[src/rtl/clk_switch_ctrl_if.sv]
// Request/status bundle between the system control registers and the clock-switch controller.
interface clk_switch_ctrl_if;
  logic req_valid_i;
  logic req_sel_i;
  logic req_ready_o;
  logic active_sel_o;
  logic busy_o;
  logic done_o;
  logic err_o;
  logic lost_lock_o;

  modport slave (
    input  req_valid_i, req_sel_i,
    output req_ready_o, active_sel_o, busy_o, done_o, err_o, lost_lock_o
  );

  modport master (
    output req_valid_i, req_sel_i,
    input  req_ready_o, active_sel_o, busy_o, done_o, err_o, lost_lock_o
  );
endinterface

[src/rtl/clk_switch_ctrl.sv]
// Sequences PLL1/PLL2 source changes on the glitch-free clock mux: wait for stable
// target lock, drive select, hold until the handover settles, watch the active lock.
module clk_switch_ctrl #(
  parameter int SYNC_STAGES   = 2,
  parameter int LOCK_STABLE   = 8,
  parameter int LOCK_TIMEOUT  = 1024,
  parameter int SETTLE_CYCLES = 16
) (
  input  logic           clk_i,
  input  logic           arst_i,
  input  logic           pll_1_locked_i,
  input  logic           pll_2_locked_i,
  output logic           sel_o,
  clk_switch_ctrl_if.slave bus
);
  localparam int ST_W  = $clog2(LOCK_STABLE + 1);
  localparam int TMO_W = $clog2(LOCK_TIMEOUT + 1);
  localparam int SET_W = $clog2(SETTLE_CYCLES + 1);
  localparam logic [ST_W-1:0]  ST_MAX  = ST_W'(LOCK_STABLE);
  localparam logic [TMO_W-1:0] TMO_MAX = TMO_W'(LOCK_TIMEOUT);
  localparam logic [SET_W-1:0] SET_MAX = SET_W'(SETTLE_CYCLES);

  typedef enum logic [1:0] {IDLE, WAIT_LOCK, SWITCH, SETTLE} state_t;

  state_t           state_q, state_d;
  logic [SYNC_STAGES-1:0] sync1_q, sync1_d, sync2_q, sync2_d, prime_q, prime_d;
  logic             sel_q, sel_d, act_q, act_d, tgt_q, tgt_d;
  logic             done_q, done_d, err_q, err_d, lost_q, lost_d;
  logic [ST_W-1:0]  stable_q, stable_d;
  logic [TMO_W-1:0] tmo_q, tmo_d;
  logic [SET_W-1:0] settle_q, settle_d;
  logic             lk1, lk2, lk_tgt, lk_act, armed;

  assign lk1    = sync1_q[SYNC_STAGES-1];
  assign lk2    = sync2_q[SYNC_STAGES-1];
  assign lk_tgt = tgt_q ? lk2 : lk1;
  assign lk_act = act_q ? lk2 : lk1;
  // Synchronizers come out of reset reading 0; the lost-lock monitor stays
  // disarmed until the pipeline has filled with real samples.
  assign armed  = prime_q[SYNC_STAGES-1];

  always_comb begin
    sync1_d  = {sync1_q[SYNC_STAGES-2:0], pll_1_locked_i};
    sync2_d  = {sync2_q[SYNC_STAGES-2:0], pll_2_locked_i};
    prime_d  = {prime_q[SYNC_STAGES-2:0], 1'b1};
    state_d  = state_q;
    sel_d    = sel_q;
    act_d    = act_q;
    tgt_d    = tgt_q;
    stable_d = stable_q;
    tmo_d    = tmo_q;
    settle_d = settle_q;
    done_d   = 1'b0;
    err_d    = 1'b0;
    lost_d   = lost_q;
    unique case (state_q)
      IDLE: begin
        if (armed && !lk_act) lost_d = 1'b1;
        if (bus.req_valid_i) begin
          lost_d = 1'b0;
          tgt_d  = bus.req_sel_i;
          if (bus.req_sel_i == act_q) begin
            done_d = 1'b1;
          end else begin
            state_d  = WAIT_LOCK;
            stable_d = '0;
            tmo_d    = '0;
          end
        end
      end
      WAIT_LOCK: begin
        tmo_d = (tmo_q == TMO_MAX) ? tmo_q : tmo_q + 1'b1;
        if (lk_tgt) stable_d = (stable_q == ST_MAX) ? stable_q : stable_q + 1'b1;
        else        stable_d = '0;
        // Switch takes priority when lock qualifies on the timeout cycle.
        if (stable_d == ST_MAX) begin
          state_d = SWITCH;
        end else if (tmo_d == TMO_MAX) begin
          err_d   = 1'b1;
          state_d = IDLE;
        end
      end
      SWITCH: begin
        sel_d    = tgt_q;
        settle_d = '0;
        state_d  = SETTLE;
      end
      SETTLE: begin
        settle_d = (settle_q == SET_MAX) ? settle_q : settle_q + 1'b1;
        if (settle_d == SET_MAX) begin
          act_d   = tgt_q;
          done_d  = 1'b1;
          state_d = IDLE;
        end
      end
      default: state_d = IDLE;
    endcase
  end

  always_ff @(posedge clk_i or posedge arst_i) begin
    if (arst_i) begin
      state_q  <= IDLE;
      sync1_q  <= '0;
      sync2_q  <= '0;
      prime_q  <= '0;
      sel_q    <= 1'b0;
      act_q    <= 1'b0;
      tgt_q    <= 1'b0;
      stable_q <= '0;
      tmo_q    <= '0;
      settle_q <= '0;
      done_q   <= 1'b0;
      err_q    <= 1'b0;
      lost_q   <= 1'b0;
    end else begin
      state_q  <= state_d;
      sync1_q  <= sync1_d;
      sync2_q  <= sync2_d;
      prime_q  <= prime_d;
      sel_q    <= sel_d;
      act_q    <= act_d;
      tgt_q    <= tgt_d;
      stable_q <= stable_d;
      tmo_q    <= tmo_d;
      settle_q <= settle_d;
      done_q   <= done_d;
      err_q    <= err_d;
      lost_q   <= lost_d;
    end
  end

  assign sel_o            = sel_q;
  assign bus.req_ready_o  = (state_q == IDLE);
  assign bus.busy_o       = (state_q != IDLE);
  assign bus.active_sel_o = act_q;
  assign bus.done_o       = done_q;
  assign bus.err_o        = err_q;
  assign bus.lost_lock_o  = lost_q;
endmodule

[src/flat_wrapper.sv]
// flat-port wrapper written by rule: the top's interface ports become plain ports
module clk_switch_ctrl_flat 
#(
  parameter int SYNC_STAGES   = 2,
  parameter int LOCK_STABLE   = 8,
  parameter int LOCK_TIMEOUT  = 1024,
  parameter int SETTLE_CYCLES = 16
)
  (clk_i, arst_i, pll_1_locked_i, pll_2_locked_i, sel_o, bus_req_valid_i, bus_req_sel_i, bus_req_ready_o, bus_active_sel_o, bus_busy_o, bus_done_o, bus_err_o, bus_lost_lock_o);
  clk_switch_ctrl_if bus_i ();
  input  logic clk_i;
  input  logic arst_i;
  input  logic pll_1_locked_i;
  input  logic pll_2_locked_i;
  output logic sel_o;
  input wire logic [$bits(bus_i.req_valid_i)-1:0] bus_req_valid_i;
  input wire logic [$bits(bus_i.req_sel_i)-1:0] bus_req_sel_i;
  output wire logic [$bits(bus_i.req_ready_o)-1:0] bus_req_ready_o;
  output wire logic [$bits(bus_i.active_sel_o)-1:0] bus_active_sel_o;
  output wire logic [$bits(bus_i.busy_o)-1:0] bus_busy_o;
  output wire logic [$bits(bus_i.done_o)-1:0] bus_done_o;
  output wire logic [$bits(bus_i.err_o)-1:0] bus_err_o;
  output wire logic [$bits(bus_i.lost_lock_o)-1:0] bus_lost_lock_o;
  assign bus_i.req_valid_i = bus_req_valid_i;
  assign bus_i.req_sel_i = bus_req_sel_i;
  assign bus_req_ready_o = bus_i.req_ready_o;
  assign bus_active_sel_o = bus_i.active_sel_o;
  assign bus_busy_o = bus_i.busy_o;
  assign bus_done_o = bus_i.done_o;
  assign bus_err_o = bus_i.err_o;
  assign bus_lost_lock_o = bus_i.lost_lock_o;
  clk_switch_ctrl #(.SYNC_STAGES(SYNC_STAGES), .LOCK_STABLE(LOCK_STABLE), .LOCK_TIMEOUT(LOCK_TIMEOUT), .SETTLE_CYCLES(SETTLE_CYCLES)) u_core (.clk_i(clk_i), .arst_i(arst_i), .pll_1_locked_i(pll_1_locked_i), .pll_2_locked_i(pll_2_locked_i), .sel_o(sel_o), .bus(bus_i));
endmodule
[config.mk]
export PLATFORM = sky130hd
export DESIGN_NAME = clk_switch_ctrl_flat
export DESIGN_NICKNAME = d
export VERILOG_FILES = /design/src/rtl/clk_switch_ctrl_if.sv /design/src/rtl/clk_switch_ctrl.sv /design/src/flat_wrapper.sv
export SDC_FILE = /design/constraint.sdc
export NUM_CORES = 1
export LEC_CHECK = 0
export ABC_AREA = 1
export CAP_MARGIN = 0
export CORE_MARGIN = 10
export CORE_UTILIZATION = 58
export CTS_CLUSTER_DIAMETER = 120
export DETAILED_ROUTE_END_ITERATION = 12
export GPL_ROUTABILITY_DRIVEN = 0
export PLACE_DENSITY_LB_ADDON = 0.05
export SLEW_MARGIN = 20
export SYNTH_ARGS = -nofsm -noshare
export SYNTH_HDL_FRONTEND = slang
export SYNTH_SLANG_ARGS = --single-unit
export TNS_END_PERCENT = 100
[constraint.sdc]
create_clock -name clk_i -period 1.8 [get_ports clk_i]
set_input_delay 0.45 -clock clk_i [delete_from_list [all_inputs] [get_ports clk_i]]
set_output_delay 0.45 -clock clk_i [all_outputs]
set_load 0.05 [all_outputs]
# ---- Word level (Yosys, flattened, before mapping)
# Cells that the tools add are included.
dict set report totals {
  register_bits 34
  latchBits 0
  ram_bits 0
  rom_bits 0
  input_bits 6
  output_inout_bits 7
  elab_cells 71
  mem_count 0
}
dict set report op_classes {
  addsub 3
  multipliers 0
  n_div 0
  magnitude_cmp 0
  n_eq_ne 14
  shift 0
  n_mux 29
  bitwise 0
  n_reduce_logical 12
}
# op count
set ops {}
lappend ops {{2-to-1 mux 11 bit} 3}
lappend ops {{== test 11 bit (second input constant)} 2}
lappend ops {{case mux 11 bit (2 select lines)} 1}
lappend ops {{2-to-1 mux 4 bit} 5}
lappend ops {{adder 11 x 1 -> 11 bit (second input constant)} 1}
lappend ops {{== test 5 bit (second input constant)} 2}
lappend ops {{2-to-1 mux 1 bit} 10}
lappend ops {{2-to-1 mux 2 bit} 5}
lappend ops {{case mux 5 bit (2 select lines)} 1}
lappend ops {{== test 4 bit (second input constant)} 2}
lappend ops {{case mux 2 bit (4 select lines)} 1}
lappend ops {{case mux 4 bit (2 select lines)} 1}
lappend ops {{nonzero test 2 bit} 4}
lappend ops {{AND reduction 2 bit} 3}
lappend ops {{adder 5 x 1 -> 5 bit (second input constant)} 1}
lappend ops {{2-to-1 mux 5 bit} 1}
lappend ops {{adder 4 x 1 -> 4 bit (second input constant)} 1}
lappend ops {{== test 2 bit (second input constant)} 2}
lappend ops {{!= test 2 bit (second input constant)} 2}
lappend ops {{AND reduction 4 bit} 1}
lappend ops {{!= test 3 x 1 -> 1 bit (second input constant)} 1}
lappend ops {{AND reduction 3 bit} 1}
lappend ops {{== test 2 x 1 -> 1 bit (second input constant)} 1}
lappend ops {{zero test 2 bit} 1}
lappend ops {{other kinds (5)} 5}

# ---- Longest topological paths before layout
# Gate-level depths: netlist of run 1.
dict set report logic_depth {
  depth_word 7
  ltp_mapped 14
  ltp_nobuf 14
}

# ---- Worst setup path after synthesis of run 1
# Ideal clock, no wire load.
dict set report synth_path {
  path_type {register to register}
  startpoint {register u_core.state_q[0]}
  endpoint {register u_core.stable_q[0]}
  setup_time_ns 0.133
  arrival_ns 2.241
  t_required_ns 1.667
  setup_slack_ns -0.574
  stages_incl_launch_ff 9
  path_buffers 1
  period_less_slack_ns 2.374
  path_cell_list {dfrtp_1 > inv_1 > ha_1 > inv_1 > a21oi_1 > nor2_1 > inv_1 > clkbuf_1 > o22ai_1}
}
dict set report synth_between {
  elab_chain_len 3
  word_cells_on_any_way 7
  classes_between {eq/ne: 3; mux: 1; reduce/logical: 3}
}
# element line
set synth_lines {}
lappend synth_lines {{start, declared} clk_switch_ctrl.sv:25} ;# state_t state_q, state_d;
lappend synth_lines {{start signal, assigned} clk_switch_ctrl.sv:116} ;# state_q <= state_d;
lappend synth_lines {{zero test 2 bit *} --}
lappend synth_lines {{named net bus_req_ready_o} flat_wrapper.sv:18} ;# output wire logic [$bits(bus_i.req_ready_o)-1:0] bus_req_ready_o;
lappend synth_lines {{!= test 2 bit (no source line) or nonzero test 2 bit (tied branches)} --}
lappend synth_lines {{AND reduction 3 bit (no source line)} --}
lappend synth_lines {{end signal, assigned} clk_switch_ctrl.sv:123} ;# stable_q <= stable_d;
lappend synth_lines {{end, declared} clk_switch_ctrl.sv:29} ;# logic [ST_W-1:0] stable_q, stable_d;
# The timed path passes the listed nets; every way through them passes the cells marked *.
# A chain may end at the register's enable or synchronous reset.

# ---- Worst setup path after layout of run 1
dict set report layout_path {
  startpoint {register u_core.tmo_q[0]}
  endpoint {register u_core.state_q[0]}
}
dict set report layout_between {
  elab_chain_len 5
  word_cells_on_any_way 6
  classes_between {add/sub: 1; eq/ne: 3; mux: 1; reduce/logical: 1}
}
# element line
set layout_lines {}
lappend layout_lines {{start, declared} clk_switch_ctrl.sv:30} ;# logic [TMO_W-1:0] tmo_q, tmo_d;
lappend layout_lines {{start signal, assigned} clk_switch_ctrl.sv:124} ;# tmo_q <= tmo_d;
lappend layout_lines {{adder 11 x 1 -> 11 bit or == test 11 bit (tied branches)} clk_switch_ctrl.sv:72} ;# tmo_d = (tmo_q == TMO_MAX) ? tmo_q : tmo_q + 1'b1;
lappend layout_lines {{2-to-1 mux 11 bit *} clk_switch_ctrl.sv:72}
lappend layout_lines {{== test 11 bit *} clk_switch_ctrl.sv:78} ;# end else if (tmo_d == TMO_MAX) begin
lappend layout_lines {{!= test 3 x 1 -> 1 bit (no source line) *} --}
lappend layout_lines {{AND reduction 4 bit (no source line) *} --}
# Every way passes the cells marked *; elsewhere a longest branch is shown, timed or not.

==> run_results.csv, run 1 <==
group,metric,value,unit
global_routing,antenna_found_initial,0,
sta,finalMaxSlewViolations,0,
die,dieWidth,77.0,microns
routing,antenna_left,0,
logic_synthesis,synthTopCellsByCount,"nand2_1, inv_1, dfrtp_1",
cells_and_area,drive_above_1_share,0.278,
sta,setup_ws,-0.0133,ns
routing,dr.pass1.iters,4,
die,pin_count,13,
worst_setup_path,worstReg2RegEnd,"u_core.state_q[0]$_DFFE_PP0P_",
sta,setup_viol,1,
sta,max_freq,0.551,GHz
logic_synthesis,avgSynthCellArea,7.94,sq um
cells_and_area,nFillCells,221,
cells_and_area,finish.utilization,0.776,
status,status,"finished with violations",
clock_network,numCtsBuffers,5,
logic_synthesis,yosysMostFrequentCell,"nand2_1",
clock_network,cts.sinks,34,
worst_setup_path,arrival,2.06,ns
logic_synthesis,ys_types,26,
global_routing,grt_max_degree,35,
routing,avgRoutedWirePerCell,12.9,microns
logic_synthesis,synth_nets,253,
clock_network,h-tree-depth,2,
power,ir_drop,0.943,mV
logic_synthesis,netlist_area,1880,sq um
cells_and_area,antennaDiodeCount,0,
worst_setup_path,rr_worst_depth,13,
logic_synthesis,ys_seq_area_frac,0.452,
placement,io_buffers,12,
routing,wl_met1,1790,microns
worst_setup_path,crit_type,"flop to flop",
global_routing,grt_use_total,0.138,
routing,drc,0,
worst_setup_path,path_max_fanout,4,
cells_and_area,areaGrowthSynthToFinish,26.9,%
clock_network,clkTransAtPathRegs,0.11,ns
placement,placed_cell_area,2140,sq um
routing,via_per_inst,5.22,
logic_synthesis,synth_top_area_frac,0.452,
routing,routed_wl,4040,microns
clock_network,clock_latency,0.36,ns
power,cellLeakagePower,1.11,nW
sta,rsz0062_at_grt,"yes",
power,powerDensity,1200,nW/um^2
die,die_area,5920,sq um
logic_synthesis,synth_warnings,0,
cells_and_area,fin_area,2390,sq um
placement,hpwl,2710,microns
worst_hold_path,hp-class,"flop to flop",
clock_network,cts_tree,"yes",
routing,first_iter_violations,80,
worst_hold_path,min_delay_path_depth,0,
clock_network,clk_path_buf_depth,2,
clock_network,cts_hold_buf,0,
worst_hold_path,min_from,"u_core.sync2_q[0]$_DFF_PP0_",
global_routing,grt_pass1_vias,1604,
worst_hold_path,min_to,"u_core.sync2_q[1]$_DFF_PP0_",
global_routing,grt_pass1_wl,6750,microns
worst_setup_path,worstReg2RegStart,"u_core.tmo_q[0]$_DFFE_PP0P_",
logic_synthesis,async_flop_share,1.00,
routing,dr_wl_met2,1960,microns
routing,top_layer_used,"met4",
sta,hold_viol_final,0,
worst_setup_path,end_kind,"flop",
logic_synthesis,ys_seq_elements,34,
die,die_y,77.0,microns
cells_and_area,nets,285,
job,max_cap_violations,0,
sta,whs,0.352,ns
sta,fin_crit,1.81,ns
sta,skew,0.0142,ns
worst_setup_path,cp.required,2.05,ns
worst_setup_path,start_kind,"flop",
routing,vias,1640,
worst_setup_path,r2r_setup_slack,-0.01,ns
logic_synthesis,syn_inst,237,
logic_synthesis,ys.flop_type,"dfrtp_1",
die,start_util,0.611,
routing,wl_met3,204,microns
clock_network,clock-root-buffer,"clkbuf_4",
die,num_rows,20,
sta,min_period_over_period,1.01,
logic_synthesis,synth_area_leaders,"dfrtp_1, nand2_1, inv_1",
logic_synthesis,synth-edff-count,0,
status,violations,"negative setup slack",
logic_synthesis,yosys.area.top_type,"dfrtp_1",
global_routing,gr-total-overflow,0,
die,core_area,3080,sq um
## critical path, stage by stage, from the launching register on
cell	delay, ns
dfrtp_2	0.47
inv_2	0.11
ha_4	0.13
nand2_1	0.05
nor2_2	0.13
nand2_2	0.09
nand2_2	0.11
nand3_2	0.07
nor2_2	0.13
nand3_2	0.09
nand2_2	0.11
nand2_2	0.08
nand2_2	0.08
o21ai_2	0.05
## flip-flops by register name (all words and copies together) (netlist names), named ones only
name	cells
u_core.stable_q	4
u_core.sync2_q	2
u_core.tmo_q	11
u_core.bus.err_o	1
u_core.prime_q	2
u_core.bus.done_o	1
u_core.settle_q	5
u_core.bus.lost_lock_o	1
u_core.tgt_q	1
u_core.bus.active_sel_o	1
u_core.sel_o	1
u_core.sync1_q	2
u_core.state_q	1
## through the flow
stage	cells	worst slack [ns]	total power [mW]	setup TNS, ns
after detailed placement	295	-0.174	2.22	-1.36
after CTS	305	0.00590	2.72	0
after global placement	295	-0.0879	2.19	-0.756
final	314	-0.0133	2.87	-0.0133
after floorplan	237	0.00197	1.82	0
after global routing	314	-0.141	3.07	-0.437
## timing repair
action	CTS	global route
resized for setup	3	30
pin swaps	4	19
buffers inserted	2	9
endpoints found under the setup margin	3	6
## how the worst max path moves through the flow
stage,from,to,slack [ns],cells past startpoint
global placement,bus_req_sel_i,u_core.state_q[0]$_DFFE_PP0P_,-0.09,7
finish,u_core.tmo_q[0]$_DFFE_PP0P_,u_core.state_q[0]$_DFFE_PP0P_,-0.01,13
detailed placement,bus_req_sel_i,u_core.state_q[0]$_DFFE_PP0P_,-0.17,7
CTS,u_core.tmo_q[0]$_DFFE_PP0P_,u_core.state_q[0]$_DFFE_PP0P_,0.006,11
floorplan,u_core.state_q[0]$_DFFE_PP0P_,u_core.tmo_q[3]$_DFFE_PP0P_,0.002,8
global route,u_core.tmo_q[0]$_DFFE_PP0P_,u_core.state_q[0]$_DFFE_PP0P_,-0.14,13
## cells by family after synthesis
| group | after synthesis | share of synthesized area |
|---|---|---|
| adders and majority gates | 10 | 0.0665 |
| buffers and inverters | 39 | 0.0785 |
| xor gates and xnor gates | 7 | 0.0326 |
| other | 1 | 0.00199 |
| DFF | 34 | 0.452 |
| and+or+nand+nor | 111 | 0.257 |
| muxes | 1 | 0.00598 |
| AOI/OAI and AO/OA | 34 | 0.105 |
## report_power, final
part	total [mW]	leakage, nW	internal [mW]	switching (mW)
sequential	1.01	0.447	0.884	0.129
clock	0.467	0.0353	0.189	0.278
combinational	1.39	0.627	0.571	0.823
## cells in the final DEF (no fill, tap or decap), types with 2 or more instances in the layout
| cell type | synthesis | routed |
|---|---|---|
| ha_1 | 10 | 6 |
| o21ai_0 | 11 | 9 |
| nand4_1 | 3 | 3 |
| clkdlybuf4s50_1 | 0 | 5 |
| buf_4 | 0 | 18 |
| dfrtp_1 | 34 | 30 |
| nand2_1 | 61 | 55 |
| nor2_1 | 20 | 16 |
| a21oi_2 | 0 | 2 |
| clkbuf_4 | 0 | 5 |
| nor2_4 | 2 | 2 |
| buf_12 | 0 | 4 |
| dfrtp_2 | 0 | 4 |
| o21ai_1 | 0 | 2 |
| nand2_2 | 3 | 8 |
| nor2_2 | 1 | 5 |
| nand3_1 | 15 | 11 |
| o22ai_1 | 13 | 13 |
| nand3_2 | 1 | 5 |
| xor2_1 | 6 | 5 |
| a21oi_1 | 7 | 4 |
| nor3_1 | 3 | 3 |
| inv_2 | 0 | 8 |
| ha_4 | 0 | 4 |
| inv_1 | 37 | 28 |
## layout make-up
cell class | count | area [sq um] | share of cell area
Clock inverter | 1 | 5.00 | 0.00210
Sequential cell | 34 | 856 | 0.358
Inverter | 37 | 143 | 0.0597
Tap cell | 44 | 55.1 | 0.0230
Timing Repair Buffer | 27 | 265 | 0.111
Multi-Input combinational cell | 164 | 1010 | 0.423
Clock buffer | 7 | 55.1 | 0.0230
## metal layers
metal  track usage  vias to the layer above
li1              -                      822
met1         0.170                      773
met2         0.215                       36
met3        0.0361                        9
met4        0.0706                        0
met5             0                        -
Note: power is estimated with default switching activity, not from simulation.
==> run 2: changes to the inputs <==
--- a/config.mk
+++ b/config.mk
@@ -8,7 +8,7 @@
 export ABC_AREA = 1
 export CAP_MARGIN = 0
 export CORE_MARGIN = 10
-export CORE_UTILIZATION = 58
+export CORE_UTILIZATION = 60
 export CTS_CLUSTER_DIAMETER = 120
 export DETAILED_ROUTE_END_ITERATION = 12
 export GPL_ROUTABILITY_DRIVEN = 0
==> constraint.sdc (replaced) <==
create_clock -name clk_i -period 2.1 [get_ports clk_i]
set_input_delay 0.525 -clock clk_i [delete_from_list [all_inputs] [get_ports clk_i]]
set_output_delay 0.525 -clock clk_i [all_outputs]
set_load 0.05 [all_outputs]
==> run 2 against run 1 <==
- the flow now finishes without violations
- final cell count shrank 3.5%
- combinational power shrank 29%
- first-iteration DRC count grew 69%
- clock power grew 3%
- die area shrank 2.5%
- critical endpoint is now sel_o
- routed wire length shrank 11%
==> run_results.csv, run 2 (same netlist as run 1, synthesis figures left out) <==
group,metric,value,unit
global_routing,grt_pass1_vias,1434,
power,power,2.33,mW
clock_network,h-tree-depth,2,
routing,avgRoutedWirePerCell,11.8,microns
routing,vias,1565,
placement,placed_cell_area,2130,sq um
sta,hold_viol_final,0,
sta,relSlewSlack,0.655,
routing,dr_wl_met2,1600,microns
worst_setup_path,crit_slowest_cell,"clkdlybuf4s50_1",
cells_and_area,top_register,"u_core.tmo_q",
power,powerDensity,1050,nW/um^2
power,ir_drop,0.857,mV
cells_and_area,drive_above_1_share,0.104,
die,dieWidth,76.0,microns
global_routing,antenna_found_initial,0,
job,max_cap_violations,0,
worst_setup_path,crit_type,"flop to primary output",
routing,top_layer_used,"met4",
worst_setup_path,worstSetupStartpoint,"u_core.sel_o$_DFFE_PP0P_",
clock_network,clock_latency,0.33,ns
routing,via_per_inst,5.17,
worst_setup_path,critical_path_depth,1,
worst_setup_path,slowest_delay,0.81,ns
clock_network,clkTransAtPathRegs,0.09,ns
die,pin_count,13,
power,cellLeakagePower,1.06,nW
cells_and_area,nFillCells,254,
cells_and_area,antennaDiodeCount,0,
sta,worstMarginPinSlew,0.516,ns
placement,hpwl,2590,microns
sta,skew,0.00805,ns
global_routing,grt_pass1_wl,6280,microns
worst_setup_path,crit_chain,"clkdlybuf4s50_1",
clock_network,cts.sinks,34,
routing,dr.pass1.iters,4,
clock_network,post-cts-setup-buffers,0,
sta,setup_viol,0,
placement,place_ws,0.152,ns
worst_setup_path,path_buf_inv,1,
die,core_area,3030,sq um
cells_and_area,final_cell_mix,"nand2_1, inv_1, dfrtp_1, nor2_1, nand3_1",
cells_and_area,fin_area,2220,sq um
clock_network,clk_path_buf_depth,2,
global_routing,grt_use_total,0.129,
cells_and_area,biggestRegsByFlops,"u_core.tmo_q (11), u_core.settle_q (5), u_core.stable_q (4)",
die,start_util,0.621,
sta,setup_ws,0.0817,ns
cells_and_area,final_common_cell,"nand2_1",
clock_network,clock-root-buffer,"clkbuf_4",
cells_and_area,largest_reg_flops,11,
worst_setup_path,worst_path_dominant_cell_family,"buffers and inverters",
worst_setup_path,worstReg2RegEnd,"u_core.state_q[0]$_DFFE_PP0P_",
cells_and_area,finish.utilization,0.733,
routing,wl_met3,195,microns
clock_network,cts_tree,"yes",
cells_and_area,areaGrowthSynthToFinish,17.9,%
status,status,"complete, no violations",
sta,rsz0062_at_grt,"no",
sta,max_freq,0.495,GHz
routing,first_iter_violations,135,
sta,fin_crit,2.02,ns
die,num_rows,20,
placement,dp.cells,296,
worst_setup_path,worstReg2RegStart,"u_core.tmo_q[0]$_DFFE_PP0P_",
worst_setup_path,arrival,1.49,ns
cells_and_area,nets,275,
worst_setup_path,path_max_fanout,2,
worst_setup_path,r2r_setup_slack,0.30,ns
worst_setup_path,cp.required,1.57,ns
global_routing,gr-total-overflow,0,
sta,min_period_over_period,0.961,
sta,whs,0.360,ns
routing,antenna_left,0,
routing,routed_wl,3580,microns
sta,finalMaxSlewViolations,0,
routing,wl_met1,1740,microns
global_routing,grt_max_degree,35,
clock_network,numCtsBuffers,5,
worst_setup_path,end_kind,"primary output",
worst_hold_path,hp-class,"flop to flop",
clock_network,cts_hold_buf,0,
worst_setup_path,crit_path_end,"sel_o",
placement,io_buffers,12,
cells_and_area,instances_no_fill,303,
sta,setup_tns,0,ns
worst_setup_path,rr_worst_depth,14,
die,die_area,5780,sq um
worst_setup_path,start_kind,"flop",
die,die_y,76.0,microns
routing,drc,0,
clock_network,cts_resized,0,
## run 2: changes by cell type in the layout (fill, tap and decap cells not counted), sizes merged
cell / before / now
buf: 22 / 7
clkdlybuf4s50: 5 / 9
bufinv: 0 / 1
clkbuf: 7 / 6
clkinv: 1 / 0
dlymetal6s2s: 0 / 1
## run 2: worst min-delay path by stage
stage / start / end / slack, ns / cells past startpoint
after floorplan: u_core.prime_q[0]$_DFF_PP0_ / u_core.prime_q[1]$_DFF_PP0_ / 0.33 / 0
after global placement: u_core.sync2_q[0]$_DFF_PP0_ / u_core.sync2_q[1]$_DFF_PP0_ / 0.33 / 0
after detailed placement: u_core.sync2_q[0]$_DFF_PP0_ / u_core.sync2_q[1]$_DFF_PP0_ / 0.34 / 0
after CTS: u_core.sync2_q[0]$_DFF_PP0_ / u_core.sync2_q[1]$_DFF_PP0_ / 0.36 / 0
after global routing: u_core.sync2_q[0]$_DFF_PP0_ / u_core.sync2_q[1]$_DFF_PP0_ / 0.38 / 0
final: u_core.sync2_q[0]$_DFF_PP0_ / u_core.sync2_q[1]$_DFF_PP0_ / 0.36 / 0
## run 2: final cells by class
| cell class | count | area (sq um) | area share |
|---|---|---|---|
| well taps | 44 | 55.1 | 0.0248 |
| clock inverters | 1 | 30.0 | 0.0135 |
| clock buffers | 6 | 51.3 | 0.0231 |
| inverters | 37 | 143 | 0.0643 |
| flip-flops and latches | 34 | 851 | 0.384 |
| repair buffers | 17 | 193 | 0.0869 |
| multi-input cells | 164 | 896 | 0.404 |
## run 2: routing by layer
metal,up-vias,track usage
li1,798,-
met4,0,0.0530
met3,5,0.0436
met2,38,0.190
met5,-,0
met1,724,0.168
## run 2: where the power goes
group          leakage (nW)  internal (mW)  switching, mW
combinational         0.564          0.399          0.590
clock                0.0443          0.277          0.205
sequential            0.452          0.751          0.109
